$ cat config.mk
export PLATFORM = sky130hd
export DESIGN_NAME = ap_job_sequencer
export DESIGN_NICKNAME = d
export VERILOG_FILES = /design/src/rtl/ap_job_sequencer.sv
export SDC_FILE = /design/constraint.sdc
export NUM_CORES = 1
export LEC_CHECK = 0
export ABC_AREA = 1
export BUFFER_PORTS_ARGS = -buffer_cell sky130_fd_sc_hd__buf_2
export CAP_MARGIN = 20
export CORE_MARGIN = 10
export CORE_UTILIZATION = 55
export CTS_BUF_LIST = sky130_fd_sc_hd__clkbuf_4 sky130_fd_sc_hd__clkbuf_8 sky130_fd_sc_hd__clkbuf_16
export DETAILED_ROUTE_END_ITERATION = 8
export HOLD_SLACK_MARGIN = 0.03
export PLACE_DENSITY = 0.85
export SETUP_SLACK_MARGIN = 0.05
export SYNTH_ARGS = -nofsm -noshare
export SYNTH_HDL_FRONTEND = slang
export SYNTH_SLANG_ARGS = --single-unit
$ cat constraint.sdc
create_clock -name clk -period 5.7 [get_ports clk]
set_input_delay 0 -clock clk [delete_from_list [all_inputs] [get_ports clk]]
set_output_delay 0 -clock clk [all_outputs]
set_load 0.005 [all_outputs]
$ cat src/rtl/ap_job_sequencer.sv
// Runs one associative-processor job: load operand banks A and B, fire the compute
// command, wait for the completion irq, then stream the result bank out.
module ap_job_sequencer #(
    parameter int unsigned WORD_SIZE      = 8,
    parameter int unsigned CELL_QUANT     = 512,
    parameter int unsigned ADDR_W         = $clog2(CELL_QUANT + 1),
    parameter int unsigned RES_BANK       = 2,
    parameter int unsigned TIMEOUT_CYCLES = 65536
) (
    input  logic                 clk,
    input  logic                 rst,
    input  logic                 start,
    input  logic [2:0]           cmd_in,
    input  logic                 dir_in,
    input  logic [ADDR_W-1:0]    len,
    output logic                 busy,
    output logic                 done,
    output logic                 err_len,
    output logic                 err_timeout,
    input  logic                 s_valid,
    output logic                 s_ready,
    input  logic [WORD_SIZE-1:0] s_data,
    output logic                 m_valid,
    input  logic                 m_ready,
    output logic [WORD_SIZE-1:0] m_data,
    output logic [ADDR_W-1:0]    ap_addr,
    output logic [WORD_SIZE-1:0] ap_data,
    output logic [2:0]           ap_cmd,
    output logic [1:0]           ap_sel_col,
    output logic                 ap_sel_internal_col,
    output logic                 ap_mode,
    output logic                 ap_op_direction,
    output logic                 ap_write_en,
    output logic                 ap_read_en,
    input  logic [WORD_SIZE-1:0] ap_data_in,
    input  logic                 ap_state_irq
);

    localparam int unsigned TMO_W = 32;

    typedef enum logic [3:0] {
        S_IDLE,
        S_LOAD_A,
        S_LOAD_B,
        S_START,
        S_WAIT_IRQ,
        S_READ_REQ,
        S_READ_WAIT,
        S_OUT,
        S_DONE
    } state_t;

    state_t               r_state, w_state_nxt;
    logic [ADDR_W-1:0]    r_idx, w_idx_nxt;
    logic [ADDR_W-1:0]    r_len, w_len_nxt;
    logic [2:0]           r_cmd, w_cmd_nxt;
    logic                 r_dir, w_dir_nxt;
    logic [TMO_W-1:0]     r_tmo, w_tmo_nxt;
    logic [WORD_SIZE-1:0] r_mdata, w_mdata_nxt;
    logic [1:0]           r_sel_col;
    logic                 w_last;
    logic                 w_len_bad;
    logic                 w_tmo_hit;

    // len-1 compare keeps len==CELL_QUANT from needing an extra index bit
    assign w_last    = (r_idx == r_len - ADDR_W'(1));
    assign w_len_bad = (len == '0) || (32'(len) > CELL_QUANT);
    assign w_tmo_hit = (TIMEOUT_CYCLES != 0) && (r_tmo == TMO_W'(TIMEOUT_CYCLES - 1));

    assign m_data              = r_mdata;
    assign ap_sel_internal_col = 1'b0;

    always_ff @(posedge clk) begin
        if (rst) begin
            r_state   <= S_IDLE;
            r_idx     <= '0;
            r_len     <= '0;
            r_cmd     <= '0;
            r_dir     <= 1'b0;
            r_tmo     <= '0;
            r_mdata   <= '0;
            r_sel_col <= '0;
        end else begin
            r_state   <= w_state_nxt;
            r_idx     <= w_idx_nxt;
            r_len     <= w_len_nxt;
            r_cmd     <= w_cmd_nxt;
            r_dir     <= w_dir_nxt;
            r_tmo     <= w_tmo_nxt;
            r_mdata   <= w_mdata_nxt;
            r_sel_col <= ap_sel_col;
        end
    end

    always_comb begin
        w_state_nxt     = r_state;
        w_idx_nxt       = r_idx;
        w_len_nxt       = r_len;
        w_cmd_nxt       = r_cmd;
        w_dir_nxt       = r_dir;
        w_tmo_nxt       = r_tmo;
        w_mdata_nxt     = r_mdata;
        busy            = (r_state != S_IDLE);
        done            = 1'b0;
        err_len         = 1'b0;
        err_timeout     = 1'b0;
        s_ready         = 1'b0;
        m_valid         = 1'b0;
        ap_addr         = '0;
        ap_data         = '0;
        ap_cmd          = '0;
        ap_sel_col      = r_sel_col;
        ap_mode         = 1'b0;
        ap_op_direction = 1'b0;
        ap_write_en     = 1'b0;
        ap_read_en      = 1'b0;

        case (r_state)
            S_IDLE: begin
                if (start) begin
                    w_cmd_nxt = cmd_in;
                    w_dir_nxt = dir_in;
                    w_len_nxt = len;
                    if (w_len_bad) begin
                        err_len = 1'b1;
                    end else begin
                        w_idx_nxt   = '0;
                        w_state_nxt = S_LOAD_A;
                    end
                end
            end
            S_LOAD_A, S_LOAD_B: begin
                s_ready    = 1'b1;
                ap_sel_col = (r_state == S_LOAD_A) ? 2'd0 : 2'd1;
                if (s_valid) begin
                    ap_write_en = 1'b1;
                    ap_addr     = r_idx;
                    ap_data     = s_data;
                    if (w_last) begin
                        w_idx_nxt   = '0;
                        w_state_nxt = (r_state == S_LOAD_A) ? S_LOAD_B : S_START;
                    end else begin
                        w_idx_nxt = r_idx + ADDR_W'(1);
                    end
                end
            end
            S_START: begin
                ap_mode         = 1'b1;
                ap_cmd          = r_cmd;
                ap_op_direction = r_dir;
                w_tmo_nxt       = '0;
                w_state_nxt     = S_WAIT_IRQ;
            end
            S_WAIT_IRQ: begin
                ap_mode         = 1'b1;
                ap_cmd          = r_cmd;
                ap_op_direction = r_dir;
                // a completion seen on the timeout cycle still counts as success
                if (ap_state_irq) begin
                    w_idx_nxt   = '0;
                    w_state_nxt = S_READ_REQ;
                end else if (w_tmo_hit) begin
                    err_timeout = 1'b1;
                    w_state_nxt = S_IDLE;
                end else begin
                    w_tmo_nxt = r_tmo + TMO_W'(1);
                end
            end
            S_READ_REQ: begin
                ap_read_en  = 1'b1;
                ap_sel_col  = 2'(RES_BANK);
                ap_addr     = r_idx;
                w_state_nxt = S_READ_WAIT;
            end
            S_READ_WAIT: begin
                w_mdata_nxt = ap_data_in;
                w_state_nxt = S_OUT;
            end
            S_OUT: begin
                m_valid = 1'b1;
                if (m_ready) begin
                    if (w_last) begin
                        w_state_nxt = S_DONE;
                    end else begin
                        w_idx_nxt   = r_idx + ADDR_W'(1);
                        w_state_nxt = S_READ_REQ;
                    end
                end
            end
            S_DONE: begin
                done        = 1'b1;
                w_state_nxt = S_IDLE;
            end
            default: w_state_nxt = S_IDLE;
        endcase
    end

endmodule

== After elaboration in Yosys (flattened, before gate mapping) ==
Cells that the tools add are included.
Operators by class
  add/sub/neg operators: 3
  magnitude comparators: 1
  eq/ne operators: 20
  multiplexer cells: 42
  reductions and logical operators: 12
Operator list (number)
  10-bit 2-to-1 mux: 8
  32-bit 2-to-1 mux: 2
  32-bit one-hot mux with 2 select lines: 1
  10-bit one-hot mux with 4 select lines: 1
  32-bit by 1-bit adder with 32-bit output (second input constant): 1
  32-bit by 16-bit == test with 1-bit output (second input constant): 1
  4-bit 2-to-1 mux: 8
  4-bit one-hot mux with 7 select lines: 1
  10-bit one-hot mux with 2 select lines: 1
  2-bit != test (second input constant): 9
  4-bit by 3-bit == test with 1-bit output (second input constant): 4
  1-bit 2-to-1 mux: 16
  8-bit 2-to-1 mux: 2
  10-bit by 1-bit adder with 10-bit output (second input constant): 1
  10-bit == test: 1
  10-bit greater-than comparator (second input constant): 1
  10-bit zero test: 1
  10-bit by 1-bit subtractor with 10-bit output (second input constant): 1
  4-bit by 2-bit == test with 1-bit output (second input constant): 2
  4-bit nonzero test: 2
  7-bit AND reduction: 1
  6-bit AND reduction: 1
  4-bit by 1-bit == test with 1-bit output (second input constant): 1
  4-bit == test (second input constant): 1
  other kinds (9): 10
Word-level totals
  bits in registers: 70
  input port bits: 36
  output and inout bits: 42
  logic and storage cells: 86

== Logic depth before layout (Yosys ltp) ==
  word-level depth: 5
  depth in mapped cells: 16
  mapped depth without buffers: 16

== Worst setup path before layout ==
Ideal clock, no wire load.
  kind: reg-to-reg
  start: register r_len[0]
  end: register r_idx[7]
  setup time: 0.113 ns
  data arrival time: 1.724 ns
  data required time: 5.587 ns
  path slack: 3.863 ns
  stages on the path, launching flop included: 16
  buffers on the path: 1
  period minus slack after synthesis: 1.837 ns
  path through: dfxtp_1 -> inv_1 -> ha_1 -> nand2_1 -> inv_1 -> nor2_1 -> nand2_1 -> nor2_1 -> nand3_1 -> nor2_1 -> nand4_1 -> buf_2 -> nand3b_1 -> nand2_1 -> nand2_1 -> nor2_1
On the way
  word-level cells in the longest chain between the ends: 5
  elaborated cells on any way between the ends: 7
  classes of those cells: add/sub (1); eq/ne (2); mux (3); reduce/logical (1)
Ends and longest elaborated chain
  start: declaration: line 55  | logic [ADDR_W-1:0] r_len, w_len_nxt;
  start signal: assignment: line 86  | r_len <= w_len_nxt;
  10-bit by 1-bit subtractor with 10-bit output (*): line 66  | assign w_last = (r_idx == r_len - ADDR_W'(1));
  10-bit == test (*): line 66
  10-bit 2-to-1 mux: line 139  | if (w_last) begin
  10-bit 2-to-1 mux: line 135  | if (s_valid) begin
  10-bit one-hot mux with 4 select lines: line 118  | case (r_state)
  end signal: assignment: line 85  | r_idx <= w_idx_nxt;
  end: declaration: line 54  | logic [ADDR_W-1:0] r_idx, w_idx_nxt;
Every way passes the cells marked *; elsewhere a longest branch is shown, timed or not. The select of a mux whose other input is x is not followed.
A chain may end at the register's enable or synchronous reset.

== Worst setup path after layout ==
  start: input port len[4]
  end: register r_idx[2]
On the way
  word-level cells in the longest chain between the ends: 4
  elaborated cells on any way between the ends: 5
  classes of those cells: order compare (1); eq/ne (1); reduce/logical (3)
Ends and longest elaborated chain
  start: declaration: line 15  | input logic [ADDR_W-1:0] len,
  10-bit greater-than comparator / 10-bit zero test (equally long branches): line 67  | assign w_len_bad = (len == '0) || (32'(len) > CELL_QUANT);
  1-bit logical OR (*): line 67
  2-bit != test (no source line) (*)
  7-bit AND reduction (no source line) (*)
Every way passes the cells marked *; elsewhere a longest branch is shown, timed or not.

==> metrics.txt <==
Post-DP Area 4631 um2; Unique masters post-synth 39; crit path DAT 2.76 ns; Vias 4782; Synth async-reset ratio 0; Die W 107.5 um; Filler Cells Inserted 618; clock skew after layout 0.01167 ns; main flop type after synthesis dfxtp_1; I/O Buffers 76; # DRC 0; Final Hold Fails 0; Compound-Gate Fraction of Synth Area 0.1172; CTS Buffer Depth 2; H-tree depth 3; max layer used met4; Post-CTS Setup Bufs 0; 1st-pass router iterations 5; placed cells 841; Max Slew Vio Count 0; Core Area 7331 um2; Yosys top cell by area dfxtp_1; outcome complete, no violations; fin crit period 2.489 ns; number of flops mapped to enable cells by yosys 0; Inserted Diodes 0; post-synth top area share 0.3330; FMAX 401.8 MHz; hold slack 0.08418 ns; cts repair resizes 0; Setup TNS Final 0 ns; root buffer cell clkbuf_8; Final HPWL DP 9.088 mm; Critical Path Fanout Max 11; Worst Tran Pin Value 1.053 ns; all-layer global routing usage 0.2182; metal3 WL 875 um; simple-gate portion of the synthesized area 0.4130; remaining antenna violation count 0; Post-Synth XOR/XNOR Area 0.02706; nets@finish 817; met1 WL 5.464 mm; part of the cycle the worst path needs 0.4366; Routability Congestion 0.9642; die height 107.5 um; CTS tree done; largest family of logic cells by synthesized area simple AND/OR/NAND/NOR gates; number of global-route vias before repair 4453; Avg Cell Area, Syn 6.179 um2; Synth area leaders dfxtp_1, nand2_1, nor2_1; I/O pin cnt 78; worst path required time 5.97 ns; final WL 12.47 mm; Design Area, Final 5132 um2; Initial Util 0.5740; worst vdd ir 0.1937 mV; final setup fails 0; syn nets 720; metal2 WL 5.823 mm; row cnt 31; layout cells sized above 1 0.1494; Vias/cell 5.422; initial antenna violation count 0; Area growth, synth to finish 21.97%; Worst-Skew Late Latency 0.36 ns; Post-Syn Instances 681; largest net degree at the start of global routing 27; CP Capture Type flip-flop; drt wl/cell 14.14 um; RSZ-0062 raised after global routing false; Clock transition at path regs 0.09 ns; slew margin rel. 0.2956; CP Class in2reg; Max-Cap Viols 0; global route overflow 0; pwr/cell area 283.1 nW/um2; first-pass GRT wire length 20.92 mm; YS warnings 0; Cell Count, Final, Fillers Out 882; Leak 2.275 nW; Hold Path Class in2reg; TritonCTS Sinks 70; CP Launch Type input port; multiplexer area fraction after synthesis 0; CTS buffer count 9; Synth Area in Adders 0.008921; register area share after synthesis 0.3330; Yosys reg bits 70; starting DRC count in detailed routing 332; Die ar. 11550 um2; Post-Syn Area 4208 um2
cell usage in the layout, fill, tap and decap left out, types with 3 or more instances in the layout:
cell type / netlist / layout
xor2_1: 10 / 10
clkinv_1: 3 / 3
nand2_2: 5 / 5
buf_2: 2 / 76
inv_2: 6 / 6
nor2_1: 121 / 121
nor3_1: 21 / 21
o21a_1: 3 / 3
o21ai_0: 30 / 30
bufinv_16: 0 / 3
clkbuf_8: 0 / 10
ha_1: 3 / 3
nor2_2: 4 / 4
nand3_1: 41 / 41
dfxtp_1: 70 / 70
dlygate4sd3_1: 0 / 25
xnor2_1: 3 / 3
nor4_1: 3 / 3
inv_1: 80 / 80
nand4_1: 25 / 25
nand2_1: 160 / 160
a21oi_1: 49 / 49
o21ai_1: 6 / 6
layer usage:
layer	GRT usage	vias up
li1	-	2389
met1	0.2731	2163
met2	0.3525	196
met3	0.04671	34
met4	0.09637	0
met5	0	-
final timing paths:
kind,start,end,slack (ns),cells past startpoint
setup / recovery,len[4],r_idx[2],3.21,14
hold reg to reg,r_cmd[1],r_cmd[1],0.45,2
setup reg to reg,r_len[0],r_idx[5],3.24,14
hold / removal,ap_state_irq,r_state[2],0.08,5
registers in the layout, summed over array words and instances, names as in the netlist:
name	count
r_cmd	3
r_len	10
r_dir	1
r_state	4
r_idx	10
m_data	8
r_tmo	32
r_sel_col	2
where the power goes:
group,internal (W),switching [W]
Sequential,0.000523,0.0000278
Clock,0.000308,0.000195
Combinational,0.000136,0.000264
layout make-up:
type	instances	area (um2)	area share
inverter	90	339.1	0.06607
clock buffer	11	145.1	0.02828
sequential	70	1401	0.2730
clock inverter	5	106.4	0.02072
tap	99	123.9	0.02413
timing repair buffer	101	630.6	0.1229
multi-input combinational	506	2386	0.4649
cells by family (layout without fill, tap and decap cells):
kind of cell,after synthesis,after routing
buffers and inverters,105,207
and+or+nand+nor,395,395
adders and majority gates,3,3
xor gates and xnor gates,13,13
other,1,1
DFF,70,70
AOI/OAI and AO/OA,94,94
what timing repair did:
action                     in CTS  in global routing
setup endpoints to repair       0                  0
hold buffers                   25                  0
hold endpoints to repair       22                  0
synth_stat cells, types with 2 or more instances:
library cell  instances
nand3_2               2
nor2_1              121
nand4_1              25
buf_6                 2
xor2_1               10
o21a_1                3
a21o_1                2
nor3_1               21
nand2_2               5
nand3b_1              2
xnor2_1               3
nor3_2                2
o21ai_0              30
inv_1                80
a211oi_1              2
buf_4                 2
ha_1                  3
clkbuf_1              9
nor4_1                3
buf_2                 2
a21oi_1              49
clkinv_1              3
o21ai_1               6
nand3_1              41
nand2_4               2
nand2_1             160
and3_1                2
inv_2                 6
nor2_2                4
dfxtp_1              70
worst max-delay path, stage by stage:
cell	delay [ns]
dlygate4sd3_1	0.54
buf_2	0.13
nor2_1	0.10
nand2_1	0.06
nor3_1	0.34
nand3_1	0.18
nand3_1	0.12
nand2_1	0.08
nor2_1	0.61
nand3_1	0.15
nand2_1	0.19
inv_1	0.13
nand2_1	0.08
nor2_1	0.04
metrics by stage:
stage | total power [W] | utilization | setup slack, ns
after CTS | 0.001450 | 0.7001 | 3.324
after detailed placement | 0.0009319 | 0.6317 | 3.362
after global routing | 0.001547 | 0.7001 | 2.945
after global placement | 0.0009166 | 0.6317 | 3.496
after floorplan | 0.0008378 | - | 3.863
final | 0.001453 | 0.7001 | 3.211
No activity file was read; power rests on OpenSTA's default activity.
